--- config.mk ---
export PLATFORM = sky130hd
export DESIGN_NAME = wave_meas
export DESIGN_NICKNAME = d
export VERILOG_FILES = /design/src/rtl/wave_meas.sv
export SDC_FILE = /design/constraint.sdc
export NUM_CORES = 1
export LEC_CHECK = 0
export ABC_CLOCK_PERIOD_IN_PS = 8800
export BUFFER_PORTS_ARGS = -buffer_cell sky130_fd_sc_hd__buf_2
export CORE_UTILIZATION = 63
export DETAILED_ROUTE_END_ITERATION = 10
export PLACE_DENSITY = 0.95
export SETUP_SLACK_MARGIN = 0.02
export SKIP_CTS_REPAIR_TIMING = 1
export SYNTH_ARGS = -nofsm -noshare
export SYNTH_HDL_FRONTEND = slang
export SYNTH_SLANG_ARGS = --single-unit
--- constraint.sdc ---
create_clock -name i_clk -period 8.8 [get_ports i_clk]
set_input_delay 0.88 -clock i_clk [delete_from_list [all_inputs] [get_ports i_clk]]
set_output_delay 0.88 -clock i_clk [all_outputs]
set_load 0.01 [all_outputs]
--- src/rtl/wave_meas.sv ---
// rtl/wave_meas.sv - rising zero-crossing period and peak measurement on a signed sample stream
// A Schmitt level defines the crossings; each window runs from one crossing sample up to the next.
module wave_meas #(
  parameter int WIDTH = 24,
  parameter int CNT_W = 16,
  parameter int HYST  = 24'h010000
) (
  input  logic             i_clk,
  input  logic             i_rst_n,
  input  logic             i_sample_valid,
  input  logic [WIDTH-1:0] i_sample,
  input  logic             i_clear,
  output logic             o_meas_valid,
  output logic [CNT_W-1:0] o_period,
  output logic [WIDTH-1:0] o_max,
  output logic [WIDTH-1:0] o_min,
  output logic [WIDTH:0]   o_pp,
  output logic             o_timeout
);

  localparam logic signed [WIDTH-1:0] HYST_P  = WIDTH'(HYST);
  localparam logic signed [WIDTH-1:0] HYST_N  = -HYST_P;
  localparam logic [CNT_W-1:0]        CNT_PRE = {{(CNT_W-1){1'b1}}, 1'b0};

  typedef enum logic [1:0] {S_SYNC, S_ARMED, S_MEAS} state_t;

  state_t                   state_q, state_d;
  logic                     level_q, level_d;
  logic [CNT_W-1:0]         count_q, count_d;
  logic signed [WIDTH-1:0]  max_q, max_d;
  logic signed [WIDTH-1:0]  min_q, min_d;
  logic                     meas_valid_q, meas_valid_d;
  logic                     timeout_q, timeout_d;
  logic [CNT_W-1:0]         period_q, period_d;
  logic [WIDTH-1:0]         res_max_q, res_max_d;
  logic [WIDTH-1:0]         res_min_q, res_min_d;
  logic [WIDTH:0]           pp_q, pp_d;

  logic signed [WIDTH-1:0]  smp;
  logic                     above, below, rise, sat;
  logic [WIDTH:0]           span;

  assign smp   = $signed(i_sample);
  assign above = smp >= HYST_P;
  assign below = smp <= HYST_N;
  assign rise  = i_sample_valid && !level_q && above;
  // The next non-edge sample would bring the count to its all-ones limit.
  assign sat   = count_q == CNT_PRE;
  // One extra bit keeps max - min exact for any signed pair.
  assign span  = {max_q[WIDTH-1], max_q} - {min_q[WIDTH-1], min_q};

  always_ff @(posedge i_clk or negedge i_rst_n) begin
    if (!i_rst_n) begin
      state_q <= S_SYNC;
    end else begin
      state_q <= state_d;
    end
  end

  always_comb begin
    state_d = state_q;
    if (i_clear) begin
      state_d = S_SYNC;
    end else if (i_sample_valid) begin
      case (state_q)
        S_SYNC:  if (below) state_d = S_ARMED;
        S_ARMED: if (rise) state_d = S_MEAS;
        S_MEAS:  if (!rise && sat) state_d = S_SYNC;
        default: state_d = S_SYNC;
      endcase
    end
  end

  always_comb begin
    level_d      = level_q;
    count_d      = count_q;
    max_d        = max_q;
    min_d        = min_q;
    meas_valid_d = 1'b0;
    timeout_d    = 1'b0;
    period_d     = period_q;
    res_max_d    = res_max_q;
    res_min_d    = res_min_q;
    pp_d         = pp_q;
    if (i_clear) begin
      level_d = 1'b0;
      count_d = '0;
      max_d   = '0;
      min_d   = '0;
    end else if (i_sample_valid) begin
      if (above) begin
        level_d = 1'b1;
      end else if (below) begin
        level_d = 1'b0;
      end
      case (state_q)
        S_ARMED: begin
          if (rise) begin
            count_d = {{(CNT_W-1){1'b0}}, 1'b1};
            max_d   = smp;
            min_d   = smp;
          end
        end
        S_MEAS: begin
          if (rise) begin
            meas_valid_d = 1'b1;
            period_d     = count_q;
            res_max_d    = max_q;
            res_min_d    = min_q;
            pp_d         = span;
            count_d      = {{(CNT_W-1){1'b0}}, 1'b1};
            max_d        = smp;
            min_d        = smp;
          end else if (sat) begin
            timeout_d = 1'b1;
            count_d   = count_q + 1'b1;
          end else begin
            count_d = count_q + 1'b1;
            if (smp > max_q) max_d = smp;
            if (smp < min_q) min_d = smp;
          end
        end
        default: ;
      endcase
    end
  end

  always_ff @(posedge i_clk or negedge i_rst_n) begin
    if (!i_rst_n) begin
      level_q      <= 1'b0;
      count_q      <= '0;
      max_q        <= '0;
      min_q        <= '0;
      meas_valid_q <= 1'b0;
      timeout_q    <= 1'b0;
      period_q     <= '0;
      res_max_q    <= '0;
      res_min_q    <= '0;
      pp_q         <= '0;
    end else begin
      level_q      <= level_d;
      count_q      <= count_d;
      max_q        <= max_d;
      min_q        <= min_d;
      meas_valid_q <= meas_valid_d;
      timeout_q    <= timeout_d;
      period_q     <= period_d;
      res_max_q    <= res_max_d;
      res_min_q    <= res_min_d;
      pp_q         <= pp_d;
    end
  end

  assign o_meas_valid = meas_valid_q;
  assign o_timeout    = timeout_q;
  assign o_period     = period_q;
  assign o_max        = res_max_q;
  assign o_min        = res_min_q;
  assign o_pp         = pp_q;

endmodule

==> run_results.csv, run 1 <==
group,metric,value,unit
yosys,synth.top_cell.area_share,0.458,
run_status,status,"finished clean",
floorplan,io_pins,119,
yosys,ys_seq_area_frac,0.458,
floorplan,rows,42,
sta,grt_setup_unrepaired,"false",
flow_run,cap_violations,0,
drt,routedWlPerCell,18.9,um
global_routing,grt-ovfl-total,0,
global_routing,met2_usage,0.516,
global_routing,busiest_layer,"met2",
layout,area_growth,15.2,%
yosys,synth.largest_area_cell,"dfrtp_1",
sta,layout_min_cycle_time,3.93,ns
global_routing,antenna_found_initial,1,
sta,finalSetupViolCount,0,
setup_path,critPathSlowestCell,"a311oi_4",
setup_path,end_kind,"flop",
setup_path,critPathLaunchType,"input pin",
clocking,clock_tree.buffer_depth,2,
yosys,postSynthAreaPerCell,9.82,um2
drt,drt-total-wl,22300,um
floorplan,start_util,0.650,
sta,slew_viol_final,0,
yosys,synth_edf_count,0,
clocking,clkSinkCount,158,
clocking,clock_latency,0.43,ns
clocking,cts.clk_slew.worst_paths,0.07,ns
power_and_ir_drop,ir_worst_vdd,0.000165,V
yosys,synth.most_common_cell,"dfrtp_1",
layout,fin_cells,1180,
setup_path,cp.arrival,4.25,ns
global_routing,grt_max_degree,94,
layout,nFillCells,832,
floorplan,fp.dieW,119,um
yosys,synth_cells,880,
setup_path,crit_chain,"buf_2, ha_1, a21o_1, a21o_1, a21oi_1, o21ai_1, a2111oi_2, a21oi_1, a311oi_4, buf_4, mux2_4",
sta,slew_headroom,0.301,
yosys,synth.area.top_cells,"dfrtp_1 46%, ha_1 11%, nand2_1 6.4%",
drt,first_pass_iters,6,
setup_path,cp_max_fo,16,
floorplan,die_h,119,um
drt,vias,7278,
drt,antenna_left,0,
placement,dp_hpwl,15000,um
setup_path,crit_type,"in2reg",
placement,io_buffers,118,
placement,dpl_cell_area,0.00935,mm2
drt,drc,0,
yosys,synth_ff_type,"dfrtp_1",
clocking,tritoncts,"yes",
layout,drive_gt1_frac,0.184,
sta,skew,0.00754,ns
yosys,synth_area,0.00864,mm2
placement,gp_congestion,0.902,
global_routing,grt_pass1_wl,36700,um
yosys,synth_warnings,0,
yosys,synthesis.nets,982,
drt,drtIter0Drc,796,
global_routing,grt_usage,0.334,
yosys,ys_seq_elements,158,
clocking,cts_max_level,4,
yosys,synth.top_cells.by_count,"158 x dfrtp_1, 147 x nand2_1, 96 x o21ai_0, 73 x ha_1, 55 x inv_1",
clocking,cts_buffers,17,
yosys,synth_cell_types,53,
power_and_ir_drop,powerDensity,210,mW/mm2
sta,hold_slack,0.465,ns
sta,hold_viol_final,0,
power_and_ir_drop,finalPower,2.09,mW
worst_hold_path,hold_path_class,"reg2reg",
sta,fmax,0.254,GHz
clocking,cts-root-buf,"clkbuf_16",
global_routing,grt_pass1_vias,7121,
yosys,synthArstFlopShare,1.00,
drt,detail_route.vias_per_cell,6.17,
global_routing,grt_util_met3,0.0694,
global_routing,use_met1,0.436,
setup_path,max_stage_delay,0.73,ns
sta,setup-tns-final,0,ns
layout,nets,1092,
sta,fin_crit_sh,0.447,
placement,placed_cells,1147,
sta,tightest_slew,1.05,ns
power_and_ir_drop,leakage,5.09,nW
floorplan,dieArea,0.0142,mm2
floorplan,core,0.0133,mm2
setup_path,crit_required,9.12,ns
layout,final_cell_area,0.00995,mm2
-- placed cells by master (no fill, tap or decap), types with 3 or more instances in the layout --
cell type / instances
nor4_1: 7
o21ai_0: 96
nand2b_1: 13
buf_2: 117
o211ai_1: 4
nand3_1: 15
a211oi_1: 6
nor3b_1: 4
dfrtp_1: 158
a31oi_1: 3
and4_1: 3
nor2_1: 38
clkinvlp_4: 3
and2_1: 3
buf_4: 3
nand2_1: 146
mux2_4: 20
and3_1: 8
mux2_2: 5
nor2b_1: 28
clkbuf_8: 3
o31ai_1: 6
clkbuf_16: 17
a21oi_1: 40
nor3_1: 7
mux2_1: 24
xor2_1: 19
xnor2_1: 7
a21o_1: 20
ha_1: 73
inv_1: 55
nand4_1: 14
inv_6: 3
-- logic make-up (layout without fill, tap and decap cells) --
kind of cell	count (synthesis)	after routing	synth area share
AO/OA/AOI/OAI	195	195	0.138
multiplexers	51	51	0.0749
buffers and inverters	86	209	0.0403
flip-flops	158	158	0.458
AND/OR/NAND/NOR	290	290	0.155
adder cells (fa/ha/maj)	74	74	0.108
other	0	1	0
XOR/XNOR	26	26	0.0264
-- cell type report --
| class | count | area (um2) | share of cell area |
|---|---|---|---|
| clock buffer | 21 | 470 | 0.0473 |
| multi-input combinational | 636 | 4350 | 0.437 |
| clock inverter | 11 | 131 | 0.0132 |
| antenna | 1 | 2.50 | 0.000251 |
| tap | 176 | 220 | 0.0221 |
| inverter | 56 | 210 | 0.0211 |
| sequential | 158 | 3950 | 0.397 |
| timing repair buffer | 121 | 619 | 0.0622 |
-- worst max-delay path: cells and delay by family --
family	cells	cell delay [ns]
AO/OA/AOI/OAI	7	2.06
buffers and inverters	2	0.61
multiplexers	1	0.35
adder cells (fa/ha/maj)	1	0.34
-- report_power, final --
| part | total [mW] | switching (mW) | internal, mW | leakage [nW] |
|---|---|---|---|---|
| Sequential | 0.827 | 0.0419 | 0.785 | 2.11 |
| Combinational | 0.507 | 0.304 | 0.203 | 2.70 |
| Clock | 0.754 | 0.311 | 0.443 | 0.287 |
-- state kept, by name (all words and copies together), names as in the netlist --
name / cells
min_q: 24
count_q: 16
o_max: 24
o_period: 16
o_timeout: 1
o_meas_valid: 1
state_q: 2
o_min: 24
max_q: 24
level_q: 1
o_pp: 25
-- routing by layer --
layer,part of all wire,wire length [um]
met1,0.41,9070
met2,0.46,10300
met5,0,0
met4,0.051,1130
met3,0.079,1760
-- final timing paths --
check / startpoint / end / slack [ns] / cells past startpoint
min: o_period[10]$_DFFE_PN0P_ / o_period[10]$_DFFE_PN0P_ / 0.46 / 2
min reg2reg: o_period[10]$_DFFE_PN0P_ / o_period[10]$_DFFE_PN0P_ / 0.46 / 2
min in group asynchronous: i_rst_n / o_min[5]$_DFFE_PN0P_ / 0.47 / 1
max in group asynchronous: i_rst_n / o_min[21]$_DFFE_PN0P_ / 6.83 / 2
max: i_sample[17] / min_q[1]$_DFFE_PN0P_ / 4.87 / 11
max reg2reg: min_q[21]$_DFFE_PN0P_ / min_q[1]$_DFFE_PN0P_ / 4.99 / 10
-- metrics by stage --
step / util / setup WS [ns]
floorplan: - / 5.44
global route: 0.749 / 4.67
finish: 0.749 / 4.87
CTS: 0.749 / 4.99
global placement: 0.703 / 4.68
detailed placement: 0.703 / 4.62
No activity file was read; power rests on OpenSTA's default activity.
==> inputs of run 2 (changes only) <==
- ABC_AREA: unset -> 1
- ABC_CLOCK_PERIOD_IN_PS: 8800 -> 3400
- CORE_UTILIZATION: 63 -> 53
- PLACE_DENSITY: 0.95 -> 0.89
- clock period: 8.8 -> 3.4 ns (I/O delays scaled with it)
==> run 2 against run 1 <==
Net effect: the flow now finishes with violations (negative hold slack); clock power is 150% higher; clock skew grew 0.0028 ns; via count grew 19%; critical endpoint is now min_q[19]$_DFFE_PN0P_; first-iteration DRC count increased by 24%; largest power group is now combinational cells.
==> run_results.csv, run 2 <==
group,metric,value,unit
drt,routedWlPerCell,16.4,um
floorplan,fp.dieW,134,um
sta,skew,0.0104,ns
layout,final_common_cell,"nand2_1",
sta,hold_slack,-0.0641,ns
clocking,cts_buffers,17,
drt,first_pass_iters,6,
sta,tightest_slew,0.734,ns
layout,diodes,0,
global_routing,grt_pass1_vias,8138,
global_routing,grt_pass1_wl,41700,um
sta,fmax,0.362,GHz
yosys,synth_cells,1203,
drt,drc,0,
clocking,cts_max_level,4,
layout,area_growth,14.7,%
floorplan,die_h,134,um
power_and_ir_drop,ir_worst_vdd,0.000589,V
layout,multi_input_area,0.00456,mm2
layout,layout_common_cells,"357 x nand2_1, 158 x dfrtp_1, 139 x inv_1, 117 x buf_2, 104 x o21ai_0",
clocking,clock_latency,0.45,ns
drt,antenna_left,0,
flow_run,cap_violations,0,
power_and_ir_drop,powerDensity,919,mW/mm2
global_routing,grt-ovfl-total,0,
yosys,synth_edf_count,0,
run_status,status,"finished, violations left",
sta,hold_viol_final,77,
yosys,synthesis.nets,1305,
layout,nets,1413,
yosys,synth_cell_types,38,
setup_path,critPathLaunchType,"flop",
worst_hold_path,hold_path_class,"in2async",
floorplan,dieArea,0.0180,mm2
yosys,synth.top_cells.by_count,"357 x nand2_1, 158 x dfrtp_1, 139 x inv_1, 104 x o21ai_0, 91 x nand3_1",
yosys,synth.area.top_cells,"dfrtp_1 43%, nand2_1 15%, ha_1 9.9%",
yosys,synth.largest_area_cell,"dfrtp_1",
clocking,tritoncts,"yes",
yosys,synth_warnings,0,
run_status,violations,"negative hold slack",
clocking,clkSinkCount,158,
yosys,postSynthAreaPerCell,7.68,um2
yosys,synthArstFlopShare,1.00,
yosys,synth_ff_type,"dfrtp_1",
yosys,synth_area,0.00924,mm2
sta,layout_min_cycle_time,2.77,ns
floorplan,core,0.0168,mm2
power_and_ir_drop,leakage,5.70,nW
drt,detail_route.vias_per_cell,5.63,
floorplan,rows,47,
yosys,synth.most_common_cell,"nand2_1",
layout,nFillCells,1420,
layout,fin_cells,1544,
sta,grt_setup_unrepaired,"false",
yosys,ys_seq_elements,158,
yosys,synth.top_cell.area_share,0.428,
sta,slew_headroom,0.510,
global_routing,grt_max_degree,163,
layout,seq_area,0.00395,mm2
layout,largest_register_ffs,25,
placement,io_buffers,118,
clocking,cts-root-buf,"clkbuf_16",
sta,slew_viol_final,0,
global_routing,antenna_found_initial,0,
floorplan,start_util,0.549,
floorplan,io_pins,119,
setup_path,crit_required,3.72,ns
drt,drt-total-wl,25400,um
placement,gp_congestion,0.960,
sta,setup-tns-final,0,ns
sta,finalSetupViolCount,0,
setup_path,cp_max_fo,25,
setup_path,crit_type,"reg2reg",
placement,placed_cells,1512,
layout,drive_gt1_frac,0.135,
setup_path,cp.arrival,3.08,ns
yosys,ys_seq_area_frac,0.428,
global_routing,grt_usage,0.296,
setup_path,end_kind,"flop",
sta,fin_crit_sh,0.813,
clocking,clock_tree.buffer_depth,2,
drt,vias,8697,
drt,drtIter0Drc,988,
placement,dp_hpwl,18600,um
clocking,cts.clk_slew.worst_paths,0.06,ns
==> run 2: cell count changes in the layout (fill, tap and decap cells not counted), moves of 8 or more <==
cell	previous run	this run
nand2_1	146	357
inv_1	55	139
nand3_1	15	91
nor2_1	38	73
nor2b_1	28	0
mux2_1	24	0
a21oi_1	40	63
mux2_4	20	0
a21o_1	20	4
nand2b_1	13	0
nor3_1	7	17
xor2_1	19	10
and3_1	8	0
o21ai_0	96	104
==> run 2: metrics by stage <==
| stage | util | worst slack [ns] | hold slack (ns) | power, mW | area [um2] |
|---|---|---|---|---|---|
| after floorplan | - | 1.29 | 0.0444 | 6.16 | 9240 |
| after detailed placement | 0.595 | 0.736 | 0.433 | 7.71 | 10000 |
| after global placement | 0.595 | 0.846 | 0.426 | 7.55 | 10000 |
| after global routing | 0.630 | 0.502 | 0.0109 | 10.5 | 10600 |
| final | 0.630 | 0.635 | -0.0641 | 9.73 | 10600 |
| after CTS | 0.630 | 0.718 | -0.0266 | 9.65 | 10600 |
==> run 2: final cells by class <==
cell class | count | area share
inverters | 146 | 0.0520
clock inverters | 11 | 0.0110
repair buffers | 125 | 0.0637
multi-input cells | 863 | 0.431
flip-flops and latches | 158 | 0.373
clock buffers | 21 | 0.0435
well taps | 220 | 0.0260
==> run 2: path summary, 6_finish.rpt <==
check | start | to | slack [ns] | cells past startpoint
min | i_rst_n | o_min[2]$_DFFE_PN0P_ | -0.06 | 1
max in group asynchronous | i_rst_n | count_q[8]$_DFFE_PN0P_ | 2.61 | 2
min in group i_clk | i_sample_valid | level_q$_DFFE_PN0P_ | 0.24 | 4
max | min_q[23]$_DFFE_PN0P_ | min_q[19]$_DFFE_PN0P_ | 0.63 | 12
max reg2reg | min_q[23]$_DFFE_PN0P_ | min_q[19]$_DFFE_PN0P_ | 0.63 | 12
min reg2reg | min_q[12]$_DFFE_PN0P_ | min_q[12]$_DFFE_PN0P_ | 0.47 | 2
==> run 2: logic make-up (layout without fill, tap and decap cells) <==
group / after synthesis / after routing / share of synthesized area
DFF: 158 / 158 / 0.428
and+or+nand+nor: 583 / 583 / 0.268
buffers and inverters: 182 / 303 / 0.0790
adders and majority gates: 74 / 74 / 0.101
AOI/OAI and AO/OA: 193 / 193 / 0.112
xor gates and xnor gates: 13 / 13 / 0.0123
==> run 2: power by group <==
group	switching (mW)	internal, mW	leakage, nW
logic	3.22	1.69	3.30
clock network	0.769	1.11	0.279
registers	0.424	2.51	2.13
==> run 2: worst max-delay path: stages (launching register included) <==
cell and delay, ns:
dfrtp_1 0.39, inv_1 0.20, ha_1 0.33, a21oi_1 0.18, o21a_1 0.13, nand2_1 0.06
a21oi_1 0.18, nand3_1 0.12, nand3_2 0.09, buf_4 0.30, nand2_2 0.39, nand2_1 0.18
nand2_1 0.09
==> run 2: routing by layer <==
layer	global-route usage	wire, um
met1	0.418	11200
met2	0.445	11300
met3	0.0646	2100
met4	0.112	695
met5	0	0
